File: config.mk
export PLATFORM = sky130hd
export DESIGN_NAME = mesh_traffic_gen
export DESIGN_NICKNAME = d
export VERILOG_FILES = /design/src/rtl/mesh_traffic_gen.sv
export SDC_FILE = /design/constraint.sdc
export NUM_CORES = 1
export LEC_CHECK = 0
export BUFFER_PORTS_ARGS = -buffer_cell sky130_fd_sc_hd__buf_2
export CAP_MARGIN = 10
export CORE_ASPECT_RATIO = 0.75
export CORE_UTILIZATION = 55
export DETAILED_ROUTE_END_ITERATION = 12
export PLACE_DENSITY_LB_ADDON = 0.2
export SLEW_MARGIN = 25
export SYNTH_ARGS = -nofsm -noshare
export SYNTH_HDL_FRONTEND = slang
export SYNTH_SLANG_ARGS = --single-unit
File: constraint.sdc
create_clock -name clk -period 2.7 [get_ports clk]
set_input_delay 0.135 -clock clk [delete_from_list [all_inputs] [get_ports clk]]
set_output_delay 0.135 -clock clk [all_outputs]
set_load 0.03 [all_outputs]
File: src/rtl/mesh_traffic_gen.sv
// Synthetic head/body/tail packet injector feeding a mesh router local input port.
// Optional build macro MESH_TG_SELF_FILTER_EN remaps self-addressed destinations.
module mesh_traffic_gen #(
  parameter int          WIDTH   = 15,
  parameter int          SRC_X   = 0,
  parameter int          SRC_Y   = 0,
  parameter int          MESH_X  = 4,
  parameter int          MESH_Y  = 4,
  parameter int          PKT_LEN = 4,
  parameter int          GAP     = 2,
  parameter logic [15:0] SEED    = 16'hACE1
) (
  input  logic             clk,
  input  logic             rst_n,
  input  logic             en,
  input  logic             out_ready,
  output logic             out_valid,
  output logic [WIDTH-1:0] out_data,
  output logic [15:0]      pkt_count,
  output logic             busy
);

  // Handshake: a flit transfers on a rising edge where out_valid && out_ready;
  // once raised, out_valid and out_data hold until that edge, never retracted.

  localparam logic [1:0] S_IDLE = 2'd0;
  localparam logic [1:0] S_HEAD = 2'd1;
  localparam logic [1:0] S_BODY = 2'd2;
  localparam logic [1:0] S_GAP  = 2'd3;

  localparam logic [7:0] LAST_IDX = 8'(PKT_LEN - 1);
  localparam int GW = (GAP > 1) ? $clog2(GAP) : 1;
  localparam logic [GW-1:0] GAP_LOAD = GW'((GAP > 0) ? GAP - 1 : 0);

  logic [1:0]       state, state_n;
  logic [15:0]      lfsr, lfsr_n;
  logic [4:0]       seq, seq_n;
  logic [7:0]       idx, idx_n;
  logic [GW-1:0]    gap_cnt, gap_n;
  logic             valid_n, busy_n;
  logic [WIDTH-1:0] data_n;
  logic [15:0]      count_n;
  logic             accept, start_head, go_idle;

  function automatic logic [15:0] lfsr_step(input logic [15:0] l);
    return {l[14:0], l[15] ^ l[13] ^ l[12] ^ l[10]};
  endfunction

  function automatic logic [WIDTH-1:0] head_flit(input logic [3:0] l, input logic [4:0] s);
    logic [1:0]       dx;
    logic [1:0]       dy;
    logic [WIDTH-1:0] f;
    dx = 2'(int'(l[1:0]) % MESH_X);
    dy = 2'(int'(l[3:2]) % MESH_Y);
`ifdef MESH_TG_SELF_FILTER_EN
    if (dx == 2'(SRC_X) && dy == 2'(SRC_Y)) begin
      if (MESH_X > 1) dx = 2'((int'(dx) + 1) % MESH_X);
      else if (MESH_Y > 1) dy = 2'((int'(dy) + 1) % MESH_Y);
    end
`endif
    f = '0;
    f[14:0] = {2'b01, dx, dy, 2'(SRC_X), 2'(SRC_Y), s};
    return f;
  endfunction

  function automatic logic [WIDTH-1:0] body_flit(input logic [4:0] s, input logic [7:0] i);
    logic [WIDTH-1:0] f;
    f = '0;
    f[14:0] = {(i == LAST_IDX) ? 2'b10 : 2'b00, s, i};
    return f;
  endfunction

  assign accept = out_valid && out_ready;

  always_comb begin
    state_n    = state;
    lfsr_n     = lfsr;
    seq_n      = seq;
    idx_n      = idx;
    gap_n      = gap_cnt;
    valid_n    = out_valid;
    data_n     = out_data;
    count_n    = pkt_count;
    busy_n     = busy;
    start_head = 1'b0;
    go_idle    = 1'b0;
    case (state)
      S_IDLE: if (en) start_head = 1'b1;
      S_HEAD: if (accept) begin
        lfsr_n  = lfsr_step(lfsr);
        idx_n   = 8'd1;
        state_n = S_BODY;
        data_n  = body_flit(seq, 8'd1);
      end
      S_BODY: if (accept) begin
        if (idx == LAST_IDX) begin
          seq_n = seq + 5'd1;
          idx_n = 8'd0;
          if (pkt_count != 16'hFFFF) count_n = pkt_count + 16'd1;
          if (GAP == 0) begin
            if (en) start_head = 1'b1;
            else    go_idle    = 1'b1;
          end else begin
            state_n = S_GAP;
            gap_n   = GAP_LOAD;
            valid_n = 1'b0;
            data_n  = '0;
          end
        end else begin
          idx_n  = idx + 8'd1;
          data_n = body_flit(seq, idx + 8'd1);
        end
      end
      default: begin
        if (gap_cnt == '0) begin
          if (en) start_head = 1'b1;
          else    go_idle    = 1'b1;
        end else begin
          gap_n = gap_cnt - 1'b1;
        end
      end
    endcase
    // Head content uses the post-update seq so back-to-back packets number correctly.
    if (start_head) begin
      state_n = S_HEAD;
      valid_n = 1'b1;
      busy_n  = 1'b1;
      data_n  = head_flit(lfsr_n[3:0], seq_n);
    end
    if (go_idle) begin
      state_n = S_IDLE;
      valid_n = 1'b0;
      busy_n  = 1'b0;
      data_n  = '0;
    end
  end

  always_ff @(posedge clk or negedge rst_n) begin
    if (!rst_n) begin
      state     <= S_IDLE;
      lfsr      <= SEED;
      seq       <= 5'd0;
      idx       <= 8'd0;
      gap_cnt   <= '0;
      out_valid <= 1'b0;
      out_data  <= '0;
      pkt_count <= 16'd0;
      busy      <= 1'b0;
    end else begin
      state     <= state_n;
      lfsr      <= lfsr_n;
      seq       <= seq_n;
      idx       <= idx_n;
      gap_cnt   <= gap_n;
      out_valid <= valid_n;
      out_data  <= data_n;
      pkt_count <= count_n;
      busy      <= busy_n;
    end
  end

endmodule

==> metrics.md, run 1 <==
| Metric | Value |
|---|---|
| Die H | `68.70 um` |
| Post-synth top area cell | `dfrtp_1` |
| Hold Path Class | `input port to flop` |
| CTS tree | `yes` |
| Post-Syn Area | `0.003262 sq mm` |
| CTS Hold Bufs | `1` |
| Total CTS buffers | `9` |
| Post-route ant nets | `0` |
| Maximum vdd ir drop | `0.4898 mV` |
| Final-report setup violation count | `0` |
| Clock root buffer | `clkbuf_8` |
| Grt ovf | `0` |
| Synth top area share | `43.73%` |
| Vias in the first global route | `2231` |
| Minimum clock period | `2.163 ns` |
| CORE AREA | `0.005525 sq mm` |
| CP Cell Sequence | `inv_1 > ha_1 > o2bb2ai_1 > o21ai_0 > and3_1 > a221o_1` |
| Worst Tran Pin Value | `0.7555 ns` |
| Port Buffer Count | `36` |
| Total number of clock tree sinks | `65` |
| Layout Area Growth over Synthesis | `16.38%` |
| Post-CTS setup buffers | `0` |
| CP Max Fanout | `7` |
| Most common cell after layout, fill and taps aside | `dfrtp_1` |
| Syn Inst Count | `293` |
| Row count | `23` |
| R2R Setup Slk | `0.54 ns` |
| Hold Fails Final Rpt | `0` |
| Reg2Reg Depth | `6` |
| Place WS | `0.5827 ns` |
| Buffers and inverters on the worst path | `1` |
| Worst-skew pair later-pin latency | `0.34 ns` |
| First-pass GRT wire length | `11.07 mm` |
| WL final | `6.787 mm` |
| Cell class contributing the biggest share of worst-path delay | `compound AO/OA/AOI/OAI gates` |
| Critical path class | `flop to flop` |
| Htree depth | `3` |
| Syn nets | `308` |
| Placer Congestion | `0.8882` |
| Initial antenna violation count | `0` |
| Synth cell types | `58` |
| Syn. warnings | `0` |
| Post-synth EDFFs | `0` |
| Share of async-settable or async-resettable flops after synthesis | `100.0%` |
| WP data arrival | `2.38 ns` |
| Rel. slew slack | `49.10%` |
| CP peak stage delay | `0.43 ns` |
| Max Slew Vio Count | `0` |
| Vias | `2387` |
| TNS Setup | `0 ns` |
| IO Pins | `37` |
| Primary FF master, synth | `dfrtp_1` |
| Filler cell count | `443` |
| Tot GR Track Use | `23.79%` |
| Reg2reg start | `state[0]` |
| Clk_skew | `0.008686 ns` |
| Leakage | `1.814 nW` |
| DRT Pass-1 Iters | `4` |
| Reg2reg end | `out_data[9]` |
| Die area | `0.006246 sq mm` |
| Pwr dens | `885.0 mW/mm^2` |
| Hold depth | `4` |
| Slowest CP cell | `dfrtp_1` |
| RSZ-0062 raised after global routing | `false` |
| FMAX | `462.3 MHz` |
| Final nets | `356` |
| Worst hold start | `out_ready` |
| Starting Density | `59.04%` |
| Vias per inst | `5.670` |
| Iteration-0 DRC Markers | `202` |
| Antenna diodes | `0` |
| Status | `finished, final reports clean` |
| Final period utilization | `80.11%` |
| Max-cap viol count | `0` |
| Routed length per instance | `16.12 um` |
| Post-synthesis register bit count | `65` |
| Top cells by area, synth | `dfrtp_1 (44%), dfstp_2 (6.4%), mux2_2 (6.2%)` |
| Critical Path Start | `state[0]` |
| Register clock-pin slew on the reported worst setup and hold paths | `0.07 ns` |
| Share of layout cells above drive strength 1 | `28.61%` |
| Startpoint types | `flop` |
| Worst Hold Path EP | `gap_cnt` |
| Final WS setup | `0.5371 ns` |
| Seq/Total Area, Yosys | `50.17%` |
| Most frequent cells in the layout | `dfrtp_1 (57), buf_2 (36), nand2_1 (35), xnor2_1 (20), mux2_2 (18)` |
| Largest net degree at the start of global routing | `66` |
| Element type at the critical path end | `flop` |
| Clock Tree Buf Depth | `2` |
| WP data required | `2.92 ns` |
| Detailed Place HPWL | `4.882 mm` |
| Die X | `90.93 um` |
| # resized after CTS | `0` |
| Mean Syn Cell Area | `11.13 sq um` |
| DRC Markers | `0` |
-- cells by family (layout without fill, tap and decap cells) --
logic type,count (synthesis),after routing,synth area share (%)
DFF,65,65,50.17
and+or+nand+nor,106,106,17.95
buffers and inverters,15,68,2.225
muxes,18,18,6.214
AOI/OAI and AO/OA,51,51,11.74
adders and majority gates,11,11,4.219
xor gates and xnor gates,27,27,7.480
-- worst min-delay path, stage by stage --
cell     delay [ns]
buf_2          0.13
nand2_1        0.06
nor4_1         0.04
o32a_1         0.15
-- sequential cells by signal, summed over array words and instances (netlist names) --
register   flops
out_data      15
gap_cnt        1
state          2
seq            5
busy           1
lfsr          16
out_valid      1
pkt_count     16
idx            8
-- area by class of cell --
type	count	area (sq um)	area share, %
clock buffer	12	145.1	3.823
clock inverter	4	76.32	2.011
inverter	7	28.78	0.7581
multi-input combinational	213	1553	40.90
sequential	65	1637	43.11
tap	75	93.84	2.472
timing repair buffer	45	262.8	6.922
-- how the worst max path moves through the flow --
stage / endpoint / slack [ns] / cells past startpoint
after global placement: pkt_count[9] / 0.66 / 7
final: out_data[9] / 0.54 / 6
after global routing: out_data[9] / 0.39 / 6
after floorplan: out_data[8] / 0.69 / 8
after detailed placement: out_data[9] / 0.58 / 6
after CTS: out_data[9] / 0.57 / 6
-- stage by stage --
step	area (sq um)	cells	hold WS (ns)	utilization (%)	power, mW
after global placement	3565	404	0.1749	64.52	2.418
final	3796	421	0.2256	68.70	3.360
after CTS	3796	421	0.2045	68.70	3.372
after global routing	3796	421	0.2075	68.70	3.568
after floorplan	3262	293	-0.1606	-	2.053
after detailed placement	3565	404	0.1769	64.52	2.436
-- cells in the mapped netlist (all sizes together) (2+ instances only) --
library cell,number
dfrtp,57
nand2,36
xnor2,20
mux2,18
nand3,17
nor2,16
o21ai,16
ha,11
and3,8
dfstp,8
nand4,8
inv,7
xor2,7
a21oi,5
a221o,5
nor3,5
and4,4
buf,4
clkbuf,4
a31oi,3
nand2b,3
and2,2
nor2b,2
o211ai,2
o21a,2
o31ai,2
-- power by group --
group          leakage (nW)  total, mW  internal (mW)  switching, mW
Clock                 0.107      0.918          0.548          0.370
Sequential            0.849       1.21           1.09          0.125
Combinational         0.859       1.23          0.426          0.801
Total                  1.81       3.36           2.06           1.30
-- metal layers --
layer,wire length [um],share of wire [%],vias up,track usage [%]
met5,0,0,-,0
met4,104,1.5,0,9.921
met3,446,6.6,11,6.031
met2,2825,42,69,34.38
met1,3410,50,1151,34.33
li1,-,-,1156,-
(Power assumes the default switching activity.)
==> run 2, diff against run 1 <==
==> constraint.sdc (replaced) <==
create_clock -name clk -period 2.2 [get_ports clk]
set_input_delay 0.11 -clock clk [delete_from_list [all_inputs] [get_ports clk]]
set_output_delay 0.11 -clock clk [all_outputs]
set_load 0.03 [all_outputs]
==> run 2 against run 1 <==
Setup slack got worse by 0.39 ns; cell area increased by 0.92%; non-clock buffer count increased by 5; clock skew decreased by 0.0018 ns; clock-buffer cell count unchanged; total power increased by 23%; sequential cell count unchanged; clock power increased by 18%; hold slack got worse by 0.032 ns; via count increased by 1.9%.
==> metrics.md, run 2 (synthesized netlist as in run 1, its figures left out) <==
| Metric | Value |
|---|---|
| Minimum clock period | `2.058 ns (-0.1050 ns)` |
| FMAX | `485.9 MHz (+5.1%)` |
| Die X | `90.93 um (unchanged)` |
| Most common cell after layout, fill and taps aside | `dfrtp_1` |
| RSZ-0062 raised after global routing | `false` |
| Post-route cell area | `0.003831 sq mm (+0.92%)` |
| CORE AREA | `0.005525 sq mm (unchanged)` |
| Hold Fails Final Rpt | `0 (unchanged)` |
| Hold Path Class | `input port to flop` |
| CP Max Fanout | `8 (+1)` |
| GR Util met3 | `6.031% (unchanged)` |
| Die H | `68.70 um (unchanged)` |
| Worst Tran Pin Value | `0.7786 ns (+0.02316 ns)` |
| Hold depth | `4 (unchanged)` |
| Startpoint types | `flop` |
| Total CTS buffers | `9 (unchanged)` |
| Antenna diodes | `0 (unchanged)` |
| Rel. slew slack | `47.86% (-1.2 points)` |
| Initial antenna violation count | `0 (unchanged)` |
| Leakage | `1.836 nW (+1.2%)` |
| Element type at the critical path end | `flop` |
| Vias | `2432 (+1.9%)` |
| Register clock-pin slew on the reported worst setup and hold paths | `0.07 ns (about the same)` |
| Filler cell count | `429 (-3.2%)` |
| Placed cell area | `0.003602 sq mm (+1.1%)` |
| Pwr dens | `1078 mW/mm^2 (+22%)` |
| Max Slew Vio Count | `0 (unchanged)` |
| Final nets | `361 (+1.4%)` |
| Grt ovf | `0 (unchanged)` |
| Starting Density | `59.04% (unchanged)` |
| CP endpoint | `pkt_count[9]` |
| Iteration-0 DRC Markers | `171 (-15%)` |
| TNS Setup | `0 ns (unchanged)` |
| Critical path class | `flop to flop` |
| Row count | `23 (unchanged)` |
| Most frequent cells in the layout | `dfrtp_1 (57), buf_2 (36), nand2_1 (35), xnor2_1 (20), mux2_2 (18)` |
| Status | `finished, final reports clean` |
| CTS tree | `yes` |
| Reg2Reg Depth | `7 (+1)` |
| Final period utilization | `93.54% (+13 points)` |
| R2R Setup Slk | `0.14 ns (-0.39 ns)` |
| Biggest regs | `lfsr: 16 flops, pkt_count: 16 flops, out_data: 15 flops` |
| Clock Tree Buf Depth | `2 (unchanged)` |
| Detailed Place HPWL | `5.056 mm (+3.6%)` |
| Die area | `0.006246 sq mm (unchanged)` |
| Post-route ant nets | `0 (unchanged)` |
| First-pass GRT wire length | `11.62 mm (+5.0%)` |
| Maximum vdd ir drop | `0.5362 mV (+9.5%)` |
| Port Buffer Count | `36 (unchanged)` |
| Share of layout cells above drive strength 1 | `30.48% (+1.9 points)` |
| Global routing usage on met1 | `35.39% (+1.1 points)` |
| WP data arrival | `2.29 ns (-0.09 ns)` |
| WP data required | `2.43 ns (-0.49 ns)` |
| Max-cap viol count | `0 (unchanged)` |
| DRT Pass-1 Iters | `4 (unchanged)` |
| Clock root buffer | `clkbuf_8` |
| Htree depth | `3 (unchanged)` |
| WL final | `7.101 mm (+4.6%)` |
| Total number of clock tree sinks | `65 (unchanged)` |
| Placer Congestion | `0.8608 (-3.1%)` |
| Routed length per instance | `16.67 um (+3.4%)` |
| Critical Path Start | `state[0]` |
| Largest net degree at the start of global routing | `34 (-48%)` |
| Worst-skew pair later-pin latency | `0.35 ns (about the same)` |
| Reg2reg start | `state[0]` |
| Layout Area Growth over Synthesis | `17.45%` |
| Worst hold margin | `0.1938 ns (-0.03174 ns)` |
| DRC Markers | `0 (unchanged)` |
| IO Pins | `37 (unchanged)` |
| Clk_skew | `0.006887 ns (-0.001799 ns)` |
| Vias in the first global route | `2357 (+5.6%)` |
| Tot GR Track Use | `25.14% (+1.4 points)` |
| Worst hold start | `out_ready` |
| Reg2reg end | `pkt_count[9]` |
| Final-report setup violation count | `0 (unchanged)` |
| Design Power | `4.131 mW (+23%)` |
| Vias per inst | `5.709 (+0.69%)` |
| GRT met2 Usage | `37.22% (+2.8 points)` |
| Top Usage Layer GRT | `met2` |
==> run 2: worst min-delay path by stage <==
stage                         to  slack [ns]
floorplan                   busy       -0.19
global placement    out_data[14]        0.21
detailed placement  out_data[14]        0.23
CTS                      gap_cnt        0.19
global route             gap_cnt        0.23
finish                   gap_cnt        0.19
==> run 2: layout make-up <==
type / count / area, sq um / area share [%]
Clock buffer: 12 / 165.2 / 4.311
Clock inverter: 4 / 50.05 / 1.306
Inverter: 7 / 28.78 / 0.7511
Multi-Input combinational cell: 213 / 1556 / 40.63
Sequential cell: 65 / 1637 / 42.72
Tap cell: 75 / 93.84 / 2.449
Timing Repair Buffer: 50 / 300.3 / 7.838
==> run 2: per-stage QoR <==
| step | std cells | setup WS, ns | util [%] |
|---|---|---|---|
| floorplan | 293 | 0.1903 | - |
| global placement | 409 | 0.2019 | 65.19 |
| detailed placement | 409 | 0.09337 | 65.19 |
| CTS | 426 | 0.09022 | 69.27 |
| global route | 426 | 0.02842 | 69.34 |
| finish | 426 | 0.1422 | 69.34 |
==> run 2: layer usage <==
metal | wire [um] | vias up
met4 | 131 | 0
met3 | 344 | 14
met2 | 3093 | 77
li1 | - | 1160
met1 | 3531 | 1181
met5 | 0 | -
==> run 2: timing repair <==
item | in CTS | in global routing
setup endpoints to repair | 0 | 6
endpoints found under the hold margin | 24 | 0
buffers inserted | 0 | 0
gates resized for setup | 0 | 2
hold buffers | 1 | 0
==> run 2: where the power goes <==
part / leakage [nW] / total, mW / internal, mW / switching [mW]
registers: 0.849 / 1.48 / 1.34 / 0.147
clock network: 0.105 / 1.08 / 0.614 / 0.462
logic: 0.882 / 1.57 / 0.553 / 1.02
total: 1.84 / 4.13 / 2.50 / 1.63
==> run 2: critical path: stages, from the launching register on <==
cell     delay, ns
dfrtp_1       0.43
inv_1         0.13
ha_1          0.18
and3_1        0.37
nand3_4       0.18
a41oi_4       0.34
nand4_1       0.16
xnor2_1       0.15
==> run 3, diff against run 2 <==
--- a/config.mk
+++ b/config.mk
@@ -5,6 +5,7 @@
 export SDC_FILE = /design/constraint.sdc
 export NUM_CORES = 1
 export LEC_CHECK = 0
+export ABC_AREA = 1
 export BUFFER_PORTS_ARGS = -buffer_cell sky130_fd_sc_hd__buf_2
 export CAP_MARGIN = 10
 export CORE_ASPECT_RATIO = 0.75
==> run 3 against run 2 <==
Clock skew up 0.0010 ns; critical path type unchanged; highest routed layer unchanged; clock-buffer cell count unchanged; global-route usage up 0.25 points; non-clock buffer count down 8; sequential share of layout area down 1.9 points; total power up 36%; sequential cell count unchanged; hold slack worse by 0.068 ns; critical path depth up 1.
==> metrics.md, run 3 <==
| Metric | Value |
|---|---|
| Hold Path Class | `input port to flop` |
| Die H | `71.07 um (+3.5%)` |
| Pwr dens | `1405 mW/mm^2 (+30%)` |
| Syn. warnings | `0 (unchanged)` |
| Maximum vdd ir drop | `0.5762 mV (+7.5%)` |
| Syn Inst Count | `450 (+54%)` |
| Reg2reg start | `idx[1]` |
| Max-cap viol count | `0 (unchanged)` |
| Clock root buffer | `clkbuf_8` |
| Vias in the first global route | `2841 (+21%)` |
| IO Pins | `37 (unchanged)` |
| Vias per inst | `5.247 (-8.1%)` |
| Max Slew Vio Count | `0 (unchanged)` |
| Row count | `24 (+4.3%)` |
| Crit-path most repeated cell | `o21ai_0` |
| Post-route ant nets | `0 (unchanged)` |
| Grt ovf | `0 (unchanged)` |
| CP endpoint | `out_data[0]` |
| Biggest regs | `lfsr: 16 flops, pkt_count: 16 flops, out_data: 15 flops` |
| Detailed Place HPWL | `5.570 mm (+10%)` |
| Final-report setup violation count | `0 (unchanged)` |
| Initial antenna violation count | `0 (unchanged)` |
| Top Usage Layer GRT | `met2` |
| Clk_skew | `0.007905 ns (+0.001018 ns)` |
| # resized after CTS | `0 (unchanged)` |
| Final nets | `510 (+41%)` |
| Top-count cell post-synth | `nand2_1` |
| Mean Syn Cell Area | `7.774 sq um (-30%)` |
| Total CTS buffers | `9 (unchanged)` |
| CP Max Fanout | `9 (+1)` |
| Total number of clock tree sinks | `65 (unchanged)` |
| Largest net degree at the start of global routing | `40 (+18%)` |
| Reg2reg end | `out_data[0]` |
| Tot GR Track Use | `25.40% (+0.25 points)` |
| Vias | `3033 (+25%)` |
| DRT Pass-1 Iters | `5 (+1)` |
| Antenna diodes | `0 (unchanged)` |
| Reg2Reg Depth | `8 (+1)` |
| Seq/Total Area, Yosys | `46.78% (-3.4 points)` |
| Share of async-settable or async-resettable flops after synthesis | `100.0% (unchanged)` |
| RSZ-0062 raised after global routing | `false` |
| Htree depth | `3 (unchanged)` |
| Critical path class | `flop to flop` |
| CP Cell Sequence | `ha_1 > nand2_2 > nor2_2 > nand2_4 > ha_1 > o21ai_0 > o21ai_0 > o21ai_0` |
| Post-synth EDFFs | `0 (unchanged)` |
| Stages on worst setup path | `8 (+1)` |
| Primary FF master, synth | `dfrtp_1` |
| Clock Tree Buf Depth | `2 (unchanged)` |
| Worst-skew pair later-pin latency | `0.33 ns (-0.02 ns)` |
| Cell class contributing the biggest share of worst-path delay | `adder cells` |
| Rel. slew slack | `56.98% (+9.1 points)` |
| Placed cell area | `0.003765 sq mm (+4.5%)` |
| Die area | `0.006687 sq mm (+7.1%)` |
| DRC Markers | `0 (unchanged)` |
| Final WS setup | `0.2679 ns (+0.1258 ns)` |
| Post-synth top area cell | `dfrtp_1` |
| WP data arrival | `2.17 ns (-0.12 ns)` |
| Routed length per instance | `13.27 um (-20%)` |
| Syn nets | `465 (+51%)` |
| Layout Area Growth over Synthesis | `14.48%` |
| Slowest CP cell | `dfrtp_1` |
| Most frequent cells in the layout | `nand2_1 (147), dfrtp_1 (57), inv_1 (52), nand3_1 (38), buf_2 (36)` |
| TNS Setup | `0 ns (unchanged)` |
| CP peak stage delay | `0.42 ns (about the same)` |
| First-pass GRT wire length | `13.06 mm (+12%)` |
| WL final | `7.669 mm (+8.0%)` |
| Post-Syn Area | `0.003498 sq mm (+7.2%)` |
| Status | `finished, final reports clean` |
| Worst Tran Pin Value | `0.6453 ns (-0.1333 ns)` |
| CTS tree | `yes` |
| Starting Density | `58.54% (-0.49 points)` |
| Final period utilization | `87.82% (-5.7 points)` |
| Minimum clock period | `1.932 ns (-0.1258 ns)` |
| Element type at the critical path end | `flop` |
| R2R Setup Slk | `0.27 ns (+0.13 ns)` |
| Post-synthesis register bit count | `65 (unchanged)` |
| Critical Path Start | `idx[1]` |
| Place WS | `0.2976 ns (+0.2042 ns)` |
| Most common cell after layout, fill and taps aside | `nand2_1` |
| Global routing usage on met1 | `36.06% (+0.67 points)` |
| Synth top cells by count | `nand2_1 (147), dfrtp_1 (57), inv_1 (52)` |
| GRT met2 Usage | `38.85% (+1.6 points)` |
| WP data required | `2.44 ns (about the same)` |
| Iteration-0 DRC Markers | `215 (+26%)` |
| Synth cell types | `33 (-43%)` |
| Placer Congestion | `0.8446 (-1.9%)` |
| Filler cell count | `508 (+18%)` |
| Startpoint types | `flop` |
| Hold Fails Final Rpt | `0 (unchanged)` |
| Die X | `94.09 um (+3.5%)` |
| Share of layout cells above drive strength 1 | `16.40% (-14 points)` |
| Port Buffer Count | `36 (unchanged)` |
| CORE AREA | `0.005976 sq mm (+8.2%)` |
| Post-route cell area | `0.004005 sq mm (+4.5%)` |
| Leakage | `2.114 nW (+15%)` |
| Top cells by area, synth | `dfrtp_1 (41%), nand2_1 (16%), dfstp_2 (6.0%)` |
| FMAX | `517.6 MHz (+6.5%)` |
| Register clock-pin slew on the reported worst setup and hold paths | `0.07 ns (about the same)` |
| Synth top area share | `40.77% (-3.0 points)` |
| Design Power | `5.626 mW (+36%)` |
| GR Util met3 | `7.097% (+1.1 points)` |
| Buffers and inverters on the worst path | `0 (-1)` |
run 3: cell types whose count changed after synthesis, moves of 5 or more:
cell     change
and3_1       -7
xnor2_1     -19
o21ai_1     +12
inv_2        +6
nand2_1    +112
nor3_1       +5
mux2_2      -18
nor2_1      +16
o21ai_0     +14
inv_1       +46
nand3_1     +22
a221o_1      -5
run 3: area by class of cell:
type                       instances  area [sq um]  share of cell area (%)
timing repair buffer              42         240.2                   5.998
inverter                          59         224.0                   5.592
clock inverter                     4         75.07                   1.874
clock buffer                      12         155.1                   3.874
sequential                        65          1637                   40.86
multi-input combinational        318          1577                   39.36
tap                               78         97.59                   2.437
run 3: what timing repair did:
| item | CTS | global route |
|---|---|---|
| hold buffers | 1 | 0 |
| buffers inserted | 0 | 0 |
| endpoints found under the hold margin | 26 | 0 |
run 3: worst min-delay path by stage:
stage	startpoint	end	slack [ns]	cells past startpoint
4_1_cts	en	busy	0.10	3
3_3_place_gp	rst_n	state[1]	0.18	1
5_1_grt	en	busy	0.12	3
6_report	en	busy	0.13	3
2_1_floorplan	rst_n	busy	-0.19	0
3_5_place_dp	rst_n	state[1]	0.17	1
run 3: cells by family after synthesis:
logic type	synth area share [%]
fa+ha+maj	3.934
xor+xnor	2.754
flops	46.78
buf+inv	8.154
mux	0.2861
compound gates	7.869
simple gates	30.22
run 3: routing by layer:
metal	vias to the layer above	wire length, um
li1	1525	-
met1	1419	3670
met2	85	3469
met3	4	471
met4	0	57
met5	-	0
run 3: per-stage QoR:
stage	util (%)	hold slack, ns	cells
after floorplan	-	-0.1856	450
after global placement	63.00	0.1762	561
after detailed placement	63.00	0.1738	561
after CTS	67.02	0.1017	578
after global routing	67.02	0.1237	578
final	67.02	0.1263	578
run 3: power by group:
part | internal, mW | switching (mW)
sequential | 1.63 | 0.307
combinational | 0.769 | 1.76
clock | 0.701 | 0.457
run 3: worst reg2reg max path, delay by kind of cell (launching register included):
kind / cells / cell delay, ns
flops: 1 / 0.42
fa+ha+maj: 2 / 0.57
simple gates: 3 / 0.36
compound gates: 3 / 0.50
